===== config.mk =====
export PLATFORM = sky130hd
export DESIGN_NAME = lcd_cmd_arbiter
export DESIGN_NICKNAME = d
export VERILOG_FILES = /design/src/rtl/lcd_cmd_arbiter.sv
export SDC_FILE = /design/constraint.sdc
export NUM_CORES = 1
export LEC_CHECK = 0
export ABC_AREA = 1
export BUFFER_PORTS_ARGS = -buffer_cell sky130_fd_sc_hd__buf_2
export CORE_UTILIZATION = 54
export CTS_BUF_LIST = sky130_fd_sc_hd__clkbuf_16
export CTS_CLUSTER_DIAMETER = 60
export DETAILED_ROUTE_END_ITERATION = 10
export GPL_ROUTABILITY_DRIVEN = 0
export PLACE_DENSITY_LB_ADDON = 0.12
export SYNTH_ARGS = -nofsm -noshare
export SYNTH_HDL_FRONTEND = slang
export SYNTH_SLANG_ARGS = --single-unit

===== constraint.sdc =====
create_clock -name clk -period 1.7 [get_ports clk]
set_clock_uncertainty 0.1 [all_clocks]
set_input_delay 0.51 -clock clk [delete_from_list [all_inputs] [get_ports clk]]
set_output_delay 0.51 -clock clk [all_outputs]
set_load 0.05 [all_outputs]

===== src/rtl/lcd_cmd_arbiter.sv =====
`default_nettype none
// ============================================================================
//  Module   : lcd_cmd_arbiter
//  Purpose  : Shares one lcd_controller write channel between two command
//             sources, with the LCD inter-command delay enforced after done.
//             Define LCD_ARB_RR_EN for round-robin, else fixed priority.
//  Revision : 1.0 - initial release
// ============================================================================
module lcd_cmd_arbiter #(
    parameter logic [17:0] DELAY = 18'h320C0
) (
    input  logic       clk,
    input  logic       reset,
    input  logic       req0,
    input  logic       rs0,
    input  logic [7:0] data0,
    output logic       ack0,
    input  logic       req1,
    input  logic       rs1,
    input  logic [7:0] data1,
    output logic       ack1,
    output logic       start,
    output logic       RS,
    output logic [7:0] data,
    input  logic       done,
    output logic       busy,
    output logic       owner
);

    localparam logic [1:0] c_IDLE  = 2'd0;
    localparam logic [1:0] c_START = 2'd1;
    localparam logic [1:0] c_WAIT  = 2'd2;
    localparam logic [1:0] c_GAP   = 2'd3;

    logic [1:0]  r_state;
    logic [17:0] r_cnt;
    logic        r_rs;
    logic [7:0]  r_data;
    logic        r_owner;
    logic        r_ack0;
    logic        r_ack1;
    logic        w_req_any;
    logic        w_grant1;

    assign w_req_any = req0 | req1;

`ifdef LCD_ARB_RR_EN
    // r_prio names the port that wins the next simultaneous request
    logic r_prio;

    assign w_grant1 = req1 & (~req0 | r_prio);

    always_ff @(posedge clk or posedge reset) begin
        if (reset) begin
            r_prio <= 1'b0;
        end else if (r_state == c_IDLE && w_req_any) begin
            r_prio <= ~w_grant1;
        end
    end
`else
    assign w_grant1 = req1 & ~req0;
`endif

    always_ff @(posedge clk or posedge reset) begin
        if (reset) begin
            r_state <= c_IDLE;
            r_cnt   <= 18'd0;
            r_rs    <= 1'b0;
            r_data  <= 8'h00;
            r_owner <= 1'b0;
            r_ack0  <= 1'b0;
            r_ack1  <= 1'b0;
        end else begin
            r_ack0 <= 1'b0;
            r_ack1 <= 1'b0;
            case (r_state)
                c_IDLE: begin
                    if (w_req_any) begin
                        r_owner <= w_grant1;
                        r_rs    <= w_grant1 ? rs1 : rs0;
                        r_data  <= w_grant1 ? data1 : data0;
                        r_state <= c_START;
                    end
                end
                c_START: begin
                    r_state <= c_WAIT;
                end
                c_WAIT: begin
                    if (done) begin
                        r_ack0  <= ~r_owner;
                        r_ack1  <= r_owner;
                        r_cnt   <= 18'd0;
                        r_state <= c_GAP;
                    end
                end
                c_GAP: begin
                    // Count runs 0..DELAY, so the gap spans DELAY+1 cycles
                    if (r_cnt == DELAY) begin
                        r_cnt   <= 18'd0;
                        r_state <= c_IDLE;
                    end else begin
                        r_cnt <= r_cnt + 18'd1;
                    end
                end
                default: begin
                    r_state <= c_IDLE;
                end
            endcase
        end
    end

    assign start = (r_state == c_START);
    assign busy  = (r_state != c_IDLE);
    assign RS    = r_rs;
    assign data  = r_data;
    assign owner = r_owner;
    assign ack0  = r_ack0;
    assign ack1  = r_ack1;

endmodule
`default_nettype wire


==> results of run 1 <==
-- cells in the mapped netlist --
master	n
a21oi_1	1
a21oi_2	1
a31oi_1	11
buf_2	1
buf_4	1
buf_6	1
clkbuf_1	1
clkinv_1	1
dfrtp_1	32
ha_1	6
inv_1	24
inv_2	3
inv_4	1
nand2_1	71
nand2_2	1
nand2_4	3
nand3_1	8
nand3_2	1
nand3b_1	1
nand4_1	8
nor2_1	43
nor2_2	5
nor2_4	2
nor3_1	1
o21ai_0	3
o21bai_1	1
o22ai_1	1
xnor2_1	3
xor2_1	5
-- worst min path at each step --
stage	end	slack (ns)
floorplan	r_state[1]	0.39
global placement	ack0	0.35
detailed placement	ack0	0.35
CTS	r_cnt[15]	0.22
global route	r_cnt[16]	0.26
finish	r_cnt[13]	0.20
-- kinds of logic (layout without fill, tap and decap cells) --
logic type,after synthesis,in the layout
and+or+nand+nor,144,144
xor gates and xnor gates,8,8
buffers and inverters,33,87
DFF,32,32
AOI/OAI and AO/OA,18,18
adders and majority gates,6,6
-- what timing repair did --
| item | 4_1_cts | 5_1_grt |
|---|---|---|
| gates resized for setup | 10 | 8 |
| pin swaps | 1 | 2 |
| setup endpoints to repair | 2 | 16 |
| setup buffers | 2 | 3 |
| hold endpoints to repair | 0 | 0 |
| cloned | 0 | 0 |
-- layout by cell type, fill, tap and decap left out --
master	netlist	routed
ha_4	0	1
a21oi_4	0	1
buf_12	0	1
buf_4	1	13
o22ai_1	1	1
inv_4	1	3
a21oi_1	1	1
nand2_1	71	70
nor2_1	43	43
xnor2_1	3	3
clkinv_2	0	2
nand2_4	3	3
buf_2	1	34
o21ai_0	3	3
nor2_4	2	2
a31oi_1	11	11
o21bai_1	1	1
nand3b_1	1	1
nand2_2	1	2
nand3_2	1	1
clkinv_1	1	2
inv_2	3	5
nand3_1	8	8
xor2_1	5	5
ha_2	0	3
buf_8	0	2
nand4_1	8	8
nor2_2	5	5
nor3_1	1	1
dfrtp_1	32	32
inv_1	24	20
ha_1	6	2
clkbuf_16	0	5
-- where the power goes --
part           switching (mW)  internal [mW]  total (mW)
clock                   0.312          0.530       0.843
combinational            1.23          0.627        1.86
sequential             0.0957          0.934        1.03
-- layer usage --
layer | part of all wire (%) | vias up
li1 | - | 860
met1 | 48 | 709
met2 | 47 | 35
met3 | 4.2 | 7
met4 | 1.4 | 0
met5 | 0 | -
-- registers in the layout, indices dropped and copies added, names as in the netlist --
| name | flops |
|---|---|
| r_cnt | 18 |
| data | 8 |
| r_state | 2 |
| RS | 1 |
| ack0 | 1 |
| ack1 | 1 |
| owner | 1 |
-- worst max-delay path: cells and delay by family, from the launching register on --
kind | cells | cell delay (ns)
fa+ha+maj | 1 | 0.15
buf+inv | 3 | 0.27
flops | 1 | 0.40
-- layout make-up --
cell class | instances | area, sq um
sequential | 32 | 800.8
clock inverter | 3 | 13.76
fill | 236 | 778.2
timing repair buffer | 50 | 317.8
multi-input combinational | 176 | 920.9
tap | 44 | 55.05
inverter | 29 | 116.4
clock buffer | 5 | 125.1
-- through the flow --
stage	cells	utilization, %	total power [mW]	TNS [ns]
detailed placement	326	67.96	2.662	0
floorplan	241	-	2.285	0
global placement	326	67.96	2.647	0
finish	339	75.12	3.731	-0.001772
global route	339	75.12	3.949	-0.1481
CTS	336	73.80	3.636	-0.0004424
==> flow_summary_export.csv, run 1 <==
group,metric,value,unit
run_status,status,"complete, but fails checks",
run_status,violations,"negative setup slack",
synthesis,synthMuxAreaShare,0,%
flow_run,maxCapViolCount,0,
synthesis,yosys_warnings,0,
sta,postLayoutSetupSlackWorst,-0.001772,ns
placement,dpl.hpwl,2689,um
setup_path,startpoint_type,"register",
synthesis,synthSimpleGateAreaFrac,34.65,%
floorplanning,die_w,60.22,um
global_routing,grtUsageMet1,29.27,%
pwr,p_leak,1.203,nW
setup_path,max_stage_delay,0.40,ns
min_path,min_path_type,"in2async",
layout,nNetsFinal,323,
synthesis,synth_top_area_share,43.75,%
synthesis,synth_xor_area_share,3.828,%
synthesis,syn_avg_cell_area,7.595,sq um
sta,hold_viol_final,0,
detailed_routing,vias,1611,
detailed_routing,drt_wl_total,3697,um
setup_path,cp_slowest_cell,"dfrtp_1",
floorplanning,core_area,3128,sq um
setup_path,critPathKind,"reg2out",
synthesis,synth-compound-area-share,6.083,%
clocking,cts_hold_buffers,0,
placement,place_ws,0.04949,ns
synthesis,yosys.area.top_type,"dfrtp_1",
detailed_routing,avgRoutedWirePerCell,10.91,um
synthesis,ys_top_cells_by_area,"dfrtp_1 (44%), nand2_1 (15%), nor2_1 (8.8%)",
setup_path,r2r_start,"r_state[1]",
floorplanning,io-pin-count,37,
sta,whs,0.2016,ns
layout,fin_area,2350,sq um
detailed_routing,dr.pass1.iters,4,
global_routing,grtUsageMet2,38.46,%
synthesis,ys_seq_elements,32,
setup_path,reg2regPathDepth,10,
global_routing,grt_pass1_wl,6237,um
synthesis,syn_nets,270,
synthesis,synthAdderAreaFrac,4.101,%
floorplanning,num_rows,20,
setup_path,path_max_fanout,3,
layout,antennaDiodeCount,0,
sta,tightest_slew,0.3963,ns
clocking,cts.sinks,32,
layout,area_growth,28.37,%
detailed_routing,vias_per_cell,4.752,
placement,io_buffers,36,
setup_path,worst_ep_required_time,1.09,ns
detailed_routing,drc,0,
sta,slew_viol_final,0,
setup_path,cp-endpoint,"busy",
setup_path,cp-startpoint,"r_state[0]",
clocking,cts_tree,"built",
setup_path,cp_data_arrival_time,1.09,ns
global_routing,antenna_found_initial,0,
global_routing,grt-busiest-layer,"met2",
sta,slew_headroom,73.58,%
floorplanning,start_util,58.52,%
setup_path,r2r_slack,0.07,ns
clocking,cts-root-buf,"clkbuf_16",
sta,min_period,1.702,ns
sta,finalSetupViolCount,1,
detailed_routing,drtAntennaViolNets,0,
global_routing,grt.met3_usage,6.926,%
sta,fin_crit_sh,100.1,%
clocking,worstSkewPairLatency,0.28,ns
sta,rsz0062_at_grt,"true",
pwr,power.density,1588,nW/um^2
setup_path,r2r-end,"r_cnt[16]",
clocking,cts_made_buffers,5,
synthesis,yosysUniqueCellTypes,29,
clocking,htree_levels,2,
clocking,clkTransAtPathRegs,0.05,ns
global_routing,grt_usage,23.61,%
global_routing,first_global_vias,1501,
global_routing,grt_max_degree,33,
layout,drive_gt1_share,28.14,%
detailed_routing,drtIter0Drc,80,
floorplanning,die_area,3626,sq um
setup_path,crit_chain,"inv_2 > ha_4 > inv_4 > buf_8",
sta,max_freq,587.6,MHz
synthesis,syn_inst,241,
floorplanning,dieHeight,60.22,um
placement,postPlaceCellArea,2126,sq um
synthesis,syn-cell-area,1831,sq um
synthesis,ys_seq_area_share,43.75,%
global_routing,grt_overflow,0,
setup_path,end_kind,"primary output",
synthesis,synth_top_family_by_area,"simple AND/OR/NAND/NOR gates",
pwr,ir_drop,1.310,mV
clocking,clock_path_buffers,2,
(Power assumes the default switching activity.)
==> run 2: changes to the inputs <==
--- a/config.mk
+++ b/config.mk
@@ -14,2 +14,4 @@
 export GPL_ROUTABILITY_DRIVEN = 0
+export HOLD_SLACK_MARGIN = 0.03
+export MAX_ROUTING_LAYER = met4
 export PLACE_DENSITY_LB_ADDON = 0.12
==> constraint.sdc (replaced) <==
create_clock -name clk -period 1.7 [get_ports clk]
set_clock_uncertainty 0.1 [all_clocks]
set_input_delay 0.34 -clock clk [delete_from_list [all_inputs] [get_ports clk]]
set_output_delay 0.34 -clock clk [all_outputs]
set_load 0.05 [all_outputs]
==> flow_summary_export.csv, run 2 (same netlist as run 1, synthesis figures left out) <==
group,metric,value,unit
run_status,status,"complete, no violations",
pwr,swShare,44.30,%
layout,fillers,265,
setup_path,r2r_start,"r_state[0]",
layout,area_growth,25.15,%
setup_path,critPathKind,"reg2out",
setup_path,worst_ep_required_time,1.26,ns
clocking,cts.sinks,32,
layout,nNetsFinal,320,
sta,finalSetupViolCount,0,
layout,layout_common_cells,"nand2_1 (70), nor2_1 (43), buf_2 (35), dfrtp_1 (32), inv_1 (21)",
flow_run,maxCapViolCount,0,
setup_path,reg2regPathDepth,10,
setup_path,r2r_slack,0.04,ns
global_routing,first_global_vias,1446,
pwr,switching_power,1.579,mW
layout,regMostFlops,"r_cnt",
detailed_routing,avgRoutedWirePerCell,11.06,um
clocking,cts-root-buf,"clkbuf_16",
floorplanning,start_util,58.52,%
detailed_routing,vias,1650,
placement,io_buffers,36,
layout,fin_area,2291,sq um
clocking,htree_levels,2,
detailed_routing,dr.pass1.iters,4,
clocking,worstSkewPairLatency,0.27,ns
pwr,p_leak,1.181,nW
setup_path,startpoint_type,"register",
pwr,seq_power_share,29.3,%
floorplanning,core_area,3128,sq um
pwr,power.density,1556,nW/um^2
layout,drive_gt1_share,25.77,%
clocking,clock_path_buffers,2,
pwr,ir_drop,1.127,mV
global_routing,antenna_found_initial,0,
min_path,min_path_type,"in2async",
sta,min_period,1.692,ns
placement,dpl.hpwl,2783,um
pwr,combPwrFrac,48.0,%
pwr,p_int,1.985,mW
floorplanning,io-pin-count,37,
setup_path,path_max_fanout,4,
sta,max_freq,591.0,MHz
detailed_routing,vias_per_cell,4.925,
placement,postPlaceCellArea,2111,sq um
layout,regArea,800.8,sq um
sta,fin_crit_sh,99.53,%
setup_path,end_kind,"primary output",
detailed_routing,drc,0,
sta,slew_viol_final,0,
layout,multi_input_area,905.9,sq um
sta,whs,0.05460,ns
clocking,clkTransAtPathRegs,0.05,ns
sta,fin_setup_tns,0,ns
sta,tightest_slew,0.3870,ns
layout,antennaDiodeCount,0,
sta,hold_viol_final,0,
pwr,clkPwrFrac,22.7,%
sta,rsz0062_at_grt,"true",
floorplanning,die_w,60.22,um
floorplanning,dieHeight,60.22,um
global_routing,grt_pass1_wl,5989,um
global_routing,grt_usage,23.21,%
clocking,cts_tree,"built",
sta,slew_headroom,74.20,%
global_routing,grt_overflow,0,
floorplanning,die_area,3626,sq um
detailed_routing,drtAntennaViolNets,0,
global_routing,grt_max_degree,33,
setup_path,r2r-end,"r_cnt[16]",
layout,fin_util,73.24,%
setup_path,cp_data_arrival_time,1.25,ns
detailed_routing,drtIter0Drc,40,
clocking,cts_made_buffers,5,
detailed_routing,drt_wl_total,3704,um
layout,final_common_cell,"nand2_1",
floorplanning,num_rows,20,
layout,largest_register_ffs,18,
[run 2: worst max-delay path by stage]
stage / cells after the start / end / slack [ns] / from
2_1_floorplan: 6 / RS / 0.01 / r_state[0]
3_3_place_gp: 10 / r_cnt[8] / 0.11 / r_state[0]
3_5_place_dp: 11 / r_cnt[16] / 0.05 / r_state[0]
4_1_cts: 4 / busy / 0.02 / r_state[0]
5_1_grt: 11 / r_cnt[16] / -0.09 / r_state[0]
6_report: 4 / busy / 0.008 / r_state[0]
[run 2: worst max-delay path: stages (launching register included)]
cell and delay, ns:
dfrtp_1 0.42, inv_2 0.06, ha_1 0.23, inv_2 0.11, buf_8 0.15
[run 2: timing repair]
action,in CTS,in global routing
pin swaps,0,3
gates cloned,0,0
endpoints found under the setup margin,1,15
hold buffers,0,0
resized for setup,3,6
setup buffers,0,4
[run 2: final cells by class]
class,instances,share of cell area [%]
repair buffers,47,12.45
inverters,29,4.861
clock buffers,5,5.461
multi-input cells,176,39.54
clock inverters,2,0.3277
flip-flops and latches,32,34.95
well taps,44,2.403
[run 2: per-stage QoR]
stage          cells  worst slack, ns  total power, mW
4_1_cts          331          0.01504            3.474
3_3_place_gp     324           0.1123            2.627
3_5_place_dp     324          0.05137            2.634
6_report         335         0.007935            3.564
2_1_floorplan    241          0.01079            2.285
5_1_grt          335         -0.09211            3.770
[run 2: power groups by stage]
stage / Clock, mW / Sequential, mW / Combinational (mW)
2_1_floorplan: 0 / 1.48 / 0.809
4_1_cts: 0.823 / 1.04 / 1.61
3_3_place_gp: 0 / 1.04 / 1.58
3_5_place_dp: 0 / 1.04 / 1.59
6_report: 0.807 / 1.04 / 1.71
5_1_grt: 0.855 / 1.06 / 1.85
[run 2: per-layer routing]
metal  part of all wire [%]  global-route usage, %  vias to the layer above
li1                       -                      -                      853
met1                     46                  28.30                      739
met2                     47                  36.73                       48
met3                    4.2                  4.329                       10
met4                    2.3                  11.30                        0
met5                      0                      -                        -
